### src/rtl/adder_ctrl_pkg.sv
// Shared types for the multi-channel adder controller.
// State encoding and the default opcode value.
package adder_ctrl_pkg;

  typedef enum logic [1:0] {
    S_IDLE  = 2'd0,
    S_EXEC  = 2'd1,
    S_WRITE = 2'd2,
    S_DONE  = 2'd3
  } state_t;

  localparam int unsigned OP_DEFAULT = 0;

endpackage

### src/rtl/adder_ctrl_arb_rr_arbiter.sv
// Round-robin arbiter for the adder controller.
// Owns the priority pointer; search starts after it.
module rr_arbiter #(
  parameter int N_CH = 4,
  localparam int CH_W = (N_CH > 1) ? $clog2(N_CH) : 1
) (
  input  logic            ACLK,
  input  logic            ARSTn,
  input  logic [N_CH-1:0] req,
  input  logic            upd,
  input  logic [CH_W-1:0] upd_idx,
  output logic            gnt_vld,
  output logic [CH_W-1:0] gnt
);

  logic [CH_W-1:0] ptr;

  // Pointer resets to the last channel so channel 0 wins first
  always_ff @(posedge ACLK) begin
    if (!ARSTn) begin
      ptr <= CH_W'(N_CH - 1);
    end else if (upd) begin
      ptr <= upd_idx;
    end
  end

  // First requester found walking up from ptr+1 with wrap
  always_comb begin
    gnt_vld = 1'b0;
    gnt     = '0;
    for (int i = 0; i < N_CH; i++) begin
      if (!gnt_vld && req[(int'(ptr) + 1 + i) % N_CH]) begin
        gnt_vld = 1'b1;
        gnt     = CH_W'((int'(ptr) + 1 + i) % N_CH);
      end
    end
  end

endmodule

### src/rtl/adder_ctrl_arb.sv
// Multi-channel execute/write/done sequencer for the adder.
// Define ADDER_CTRL_B2B_EN to chain ops from DONE without IDLE.
module adder_ctrl_arb
  import adder_ctrl_pkg::*;
#(
  parameter int N_CH     = 4,
  parameter int OP_W     = 2,
  parameter int EXEC_LAT = 1,
  localparam int CH_W  = (N_CH > 1) ? $clog2(N_CH) : 1,
  localparam int CNT_W = $clog2(EXEC_LAT + 1)
) (
  input  logic                 ACLK,
  input  logic                 ARSTn,
  input  logic [N_CH-1:0]      i_start,
  input  logic [N_CH*OP_W-1:0] i_op,
  output logic [N_CH-1:0]      o_is_busy,
  output logic [OP_W-1:0]      o_op,
  output logic [CH_W-1:0]      o_ch,
  output logic                 o_en_ctrl_write,
  output logic [N_CH-1:0]      o_rst_start,
  output logic [N_CH-1:0]      o_result_is_done,
  output logic                 o_idle
);

  state_t          state, state_n;
  logic [CNT_W-1:0] cnt, cnt_n;
  logic [CH_W-1:0] ch_n;
  logic [OP_W-1:0] op_n;
  logic            wr_n;
  logic [N_CH-1:0] rs_n;
  logic [N_CH-1:0] done_n;
  logic [N_CH-1:0] busy_n;
  logic            take;
  logic [N_CH-1:0] ch_oh;
  logic [N_CH-1:0] req;
  logic            gnt_vld;
  logic [CH_W-1:0] gnt;

  assign ch_oh = N_CH'(1) << o_ch;
  assign req   = i_start
               & ~((state == S_DONE) ? ch_oh : '0);

  rr_arbiter #(.N_CH(N_CH)) u_arb (
    .ACLK    (ACLK),
    .ARSTn   (ARSTn),
    .req     (req),
    .upd     (take),
    .upd_idx (ch_n),
    .gnt_vld (gnt_vld),
    .gnt     (gnt)
  );

  // Next state, counter and output values
  always_comb begin
    state_n = state;
    cnt_n   = cnt;
    ch_n    = o_ch;
    op_n    = o_op;
    wr_n    = 1'b0;
    rs_n    = '0;
    done_n  = '0;
    take    = 1'b0;
    busy_n  = i_start
            | ((state != S_IDLE) ? ch_oh : '0);
    unique case (state)
      S_IDLE: begin
        if (gnt_vld) begin
          take    = 1'b1;
          ch_n    = gnt;
          op_n    = i_op[int'(gnt)*OP_W +: OP_W];
          cnt_n   = CNT_W'(EXEC_LAT - 1);
          state_n = S_EXEC;
        end
      end
      S_EXEC: begin
        if (cnt != '0) begin
          cnt_n = cnt - CNT_W'(1);
        end else begin
          wr_n    = 1'b1;
          state_n = S_WRITE;
        end
      end
      S_WRITE: begin
        rs_n    = ch_oh;
        state_n = S_DONE;
      end
      S_DONE: begin
        done_n  = ch_oh;
        state_n = S_IDLE;
`ifdef ADDER_CTRL_B2B_EN
        if (gnt_vld) begin
          take    = 1'b1;
          ch_n    = gnt;
          op_n    = i_op[int'(gnt)*OP_W +: OP_W];
          cnt_n   = CNT_W'(EXEC_LAT - 1);
          state_n = S_EXEC;
        end
`else
        take = 1'b0;
`endif
      end
      default: state_n = S_IDLE;
    endcase
  end

  // State, counter and registered outputs
  always_ff @(posedge ACLK) begin
    if (!ARSTn) begin
      state            <= S_IDLE;
      cnt              <= '0;
      o_ch             <= '0;
      o_op             <= OP_W'(OP_DEFAULT);
      o_en_ctrl_write  <= 1'b0;
      o_rst_start      <= '0;
      o_result_is_done <= '0;
      o_is_busy        <= '0;
      o_idle           <= 1'b1;
    end else begin
      state            <= state_n;
      cnt              <= cnt_n;
      o_ch             <= ch_n;
      o_op             <= op_n;
      o_en_ctrl_write  <= wr_n;
      o_rst_start      <= rs_n;
      o_result_is_done <= done_n;
      o_is_busy        <= busy_n;
      o_idle           <= (state_n == S_IDLE);
    end
  end

endmodule

### config.mk
export PLATFORM = sky130hd
export DESIGN_NAME = adder_ctrl_arb
export DESIGN_NICKNAME = d
export VERILOG_FILES = /design/src/rtl/adder_ctrl_pkg.sv /design/src/rtl/adder_ctrl_arb_rr_arbiter.sv /design/src/rtl/adder_ctrl_arb.sv
export SDC_FILE = /design/constraint.sdc
export NUM_CORES = 1
export LEC_CHECK = 0
export CORE_UTILIZATION = 31
export CTS_BUF_LIST = sky130_fd_sc_hd__clkbuf_8
export CTS_CLUSTER_DIAMETER = 150
export CTS_CLUSTER_SIZE = 40
export DETAILED_ROUTE_END_ITERATION = 8
export PLACE_DENSITY_LB_ADDON = 0.3
export SYNTH_ARGS = -nofsm -noshare
export SYNTH_HDL_FRONTEND = slang
export SYNTH_SLANG_ARGS = --single-unit
### constraint.sdc
create_clock -name ACLK -period 2.08 [get_ports ACLK]
set_clock_uncertainty 0.15 [all_clocks]
set_input_delay 0.416 -clock ACLK [delete_from_list [all_inputs] [get_ports ACLK]]
set_output_delay 0.416 -clock ACLK [all_outputs]
set_load 0.005 [all_outputs]
==> results.json <==
{
  "initial_utilization_pct": 33.0,
  "fin_setup_tns_ps": 0,
  "dr.first_iter.drc_count": 16,
  "avgSynthCellArea_um2": 9.50,
  "critical_path.slowest_cell": "dfxtp_2",
  "htree_levels": 1,
  "cts_setup_buffers": 0,
  "slowest_delay_ps": 350,
  "place_congestion": 0.906,
  "cts_resized": 0,
  "synth_warnings": 0,
  "drive_gt1_share_pct": 23.2,
  "syn_area_mm2": 0.00102,
  "vias_per_cell": 4.81,
  "final_common_cell": "clkdlybuf4s50_1",
  "diodes": 0,
  "die_y_um": 59.3,
  "synth_top_flop_cell": "dfxtp_1",
  "pwr_density_cell_mw_per_mm2": 1060,
  "dr.pass1.iters": 4,
  "whs_ps": 312,
  "rsz0062_at_grt": "yes",
  "final_max_slew_viol_count": 0,
  "cts_sinks": 22,
  "setup_viol": 0,
  "cap_violations": 0,
  "die_area_mm2": 0.00351,
  "grt_max_degree": 14,
  "cp_max_fo": 5,
  "ioPinCount": 32,
  "final_nets": 174,
  "worst_ep_arrival_time_ps": 2040,
  "maxSlewHeadroom_pct": 76.6,
  "area.growth.synth_to_final_pct": 57.9,
  "hold_violations": 0,
  "vias": 957,
  "numCtsBuffers": 3,
  "path_class": "reg -> reg",
  "clock_latency_ps": 260,
  "core_area_mm2": 0.00308,
  "hold_class": "in -> reg",
  "seq_area_frac_synth_pct": 43.3,
  "final_util_pct": 52.1,
  "grt_overflow": 0,
  "final_cell_mix": "30 x clkdlybuf4s50_1, 18 x dfxtp_1, 18 x buf_4",
  "period_minus_slack_ps": 2040,
  "fin_crit_sh_pct": 98.2,
  "startpoint_type": "flop",
  "outcome": "complete, no violations",
  "grtUsageTotal_pct": 15.0,
  "ys_ff_latch": 22,
  "cts_tree": "built",
  "hold_buffers": 0,
  "synth_cells": 107,
  "endpoint_kind": "flop",
  "dpl.hpwl_um": 1920,
  "fmax_mhz": 490,
  "clock_path_buffers": 2,
  "worstMarginPinSlew_ps": 351,
  "ant_nets": 0,
  "synth.distinct_cells": 36,
  "antenna_found_initial": 0,
  "grt_pass1_vias": 970,
  "wl_per_cell_um": 12.4,
  "std_cell_rows": 20,
  "drt_wl_total_um": 2460,
  "grt_pass1_wl_um": 4010,
  "syn_nets": 125,
  "synth_edf_count": 0,
  "portBuffers": 31,
  "route.detailed.drc": 0,
  "synthArstFlopShare_pct": 0,
  "worstPathCellList": "ha_4 > and3b_2 > or3_4 > o221ai_4 > mux2i_1 > o221ai_2",
  "worst_ep_required_time_ps": 2070,
  "p_leak_uw": 0.000636,
  "root_buffer": "clkbuf_8",
  "vdd_drop_max_mv": 0.832,
  "clkTransAtPathRegs_ps": 80,
  "die_x_um": 59.3
}
-- metrics by stage --
step	total power, uW	cell area, um^2	setup slack, ps	instances
after floorplan	942	1020	88.1	107
after global placement	1250	1500	-234	195
after detailed placement	1270	1500	-256	195
after CTS	1680	1570	7.69	199
after global routing	1800	1600	-11.4	199
final	1690	1600	37.1	199
-- metal layers --
metal,global-route usage (%),part of all wire (%)
met1,17.0,44
met2,27.8,51
met3,4.15,4.6
met4,3.40,0.61
met5,0,0
-- where the power goes --
| group | internal (uW) | switching [uW] | total [uW] |
|---|---|---|---|
| clock network | 257 | 136 | 393 |
| logic | 391 | 307 | 698 |
| registers | 517 | 86.0 | 603 |
-- worst max-delay path, delay by kind of cell, from the launching register on --
family                   cells  cell delay (ps)
flip-flops                   1              350
multiplexers                 1              270
adder cells (fa/ha/maj)      1              170
AND/OR/NAND/NOR              2              570
AO/OA/AOI/OAI                2              420
-- layout make-up --
class | instances | area [um^2]
clock inverter | 1 | 30.0
tap | 44 | 55.1
fill | 291 | 1470
clock buffer | 3 | 41.3
inverter | 4 | 15.0
sequential | 22 | 445
multi-input combinational | 76 | 569
timing repair buffer | 49 | 448
-- synth_stat cells (all sizes together) (4+ instances only) --
cell type / instances / area share (%)
ha: 4 / 4.9
inv: 4 / 1.5
mux2i: 5 / 4.9
nand2b: 4 / 2.5
o21a: 4 / 3.0
nor3: 5 / 2.5
o21ai: 4 / 2.0
nand2: 7 / 2.6
nor2: 12 / 4.4
dfxtp: 22 / 43
-- flip-flops by register name, indices dropped and copies added (netlist names) --
name / flops
o_result_is_done: 4
state: 2
u_arb.ptr: 2
o_idle: 1
o_op: 2
o_rst_start: 4
o_is_busy: 4
o_ch: 2
o_en_ctrl_write: 1
-- final timing paths --
kind / from / end / slack, ps / depth (start not counted)
worst min-delay path: i_start[1] / o_is_busy[1] / 310 / 2
worst min register to register: o_op[1] / o_op[1] / 360 / 2
worst max-delay path: state[1] / o_op[0] / 40 / 6
worst max register to register: state[1] / o_op[0] / 40 / 6
-- cells by family after synthesis --
kind of cell / Yosys count / synth area share [%]
and+or+nand+nor: 41 / 20.7
AOI/OAI and AO/OA: 23 / 19.2
adders and majority gates: 4 / 4.93
DFF: 22 / 43.3
muxes: 8 / 8.25
buffers and inverters: 9 / 3.57
Power figures use the tool's default switching activity.
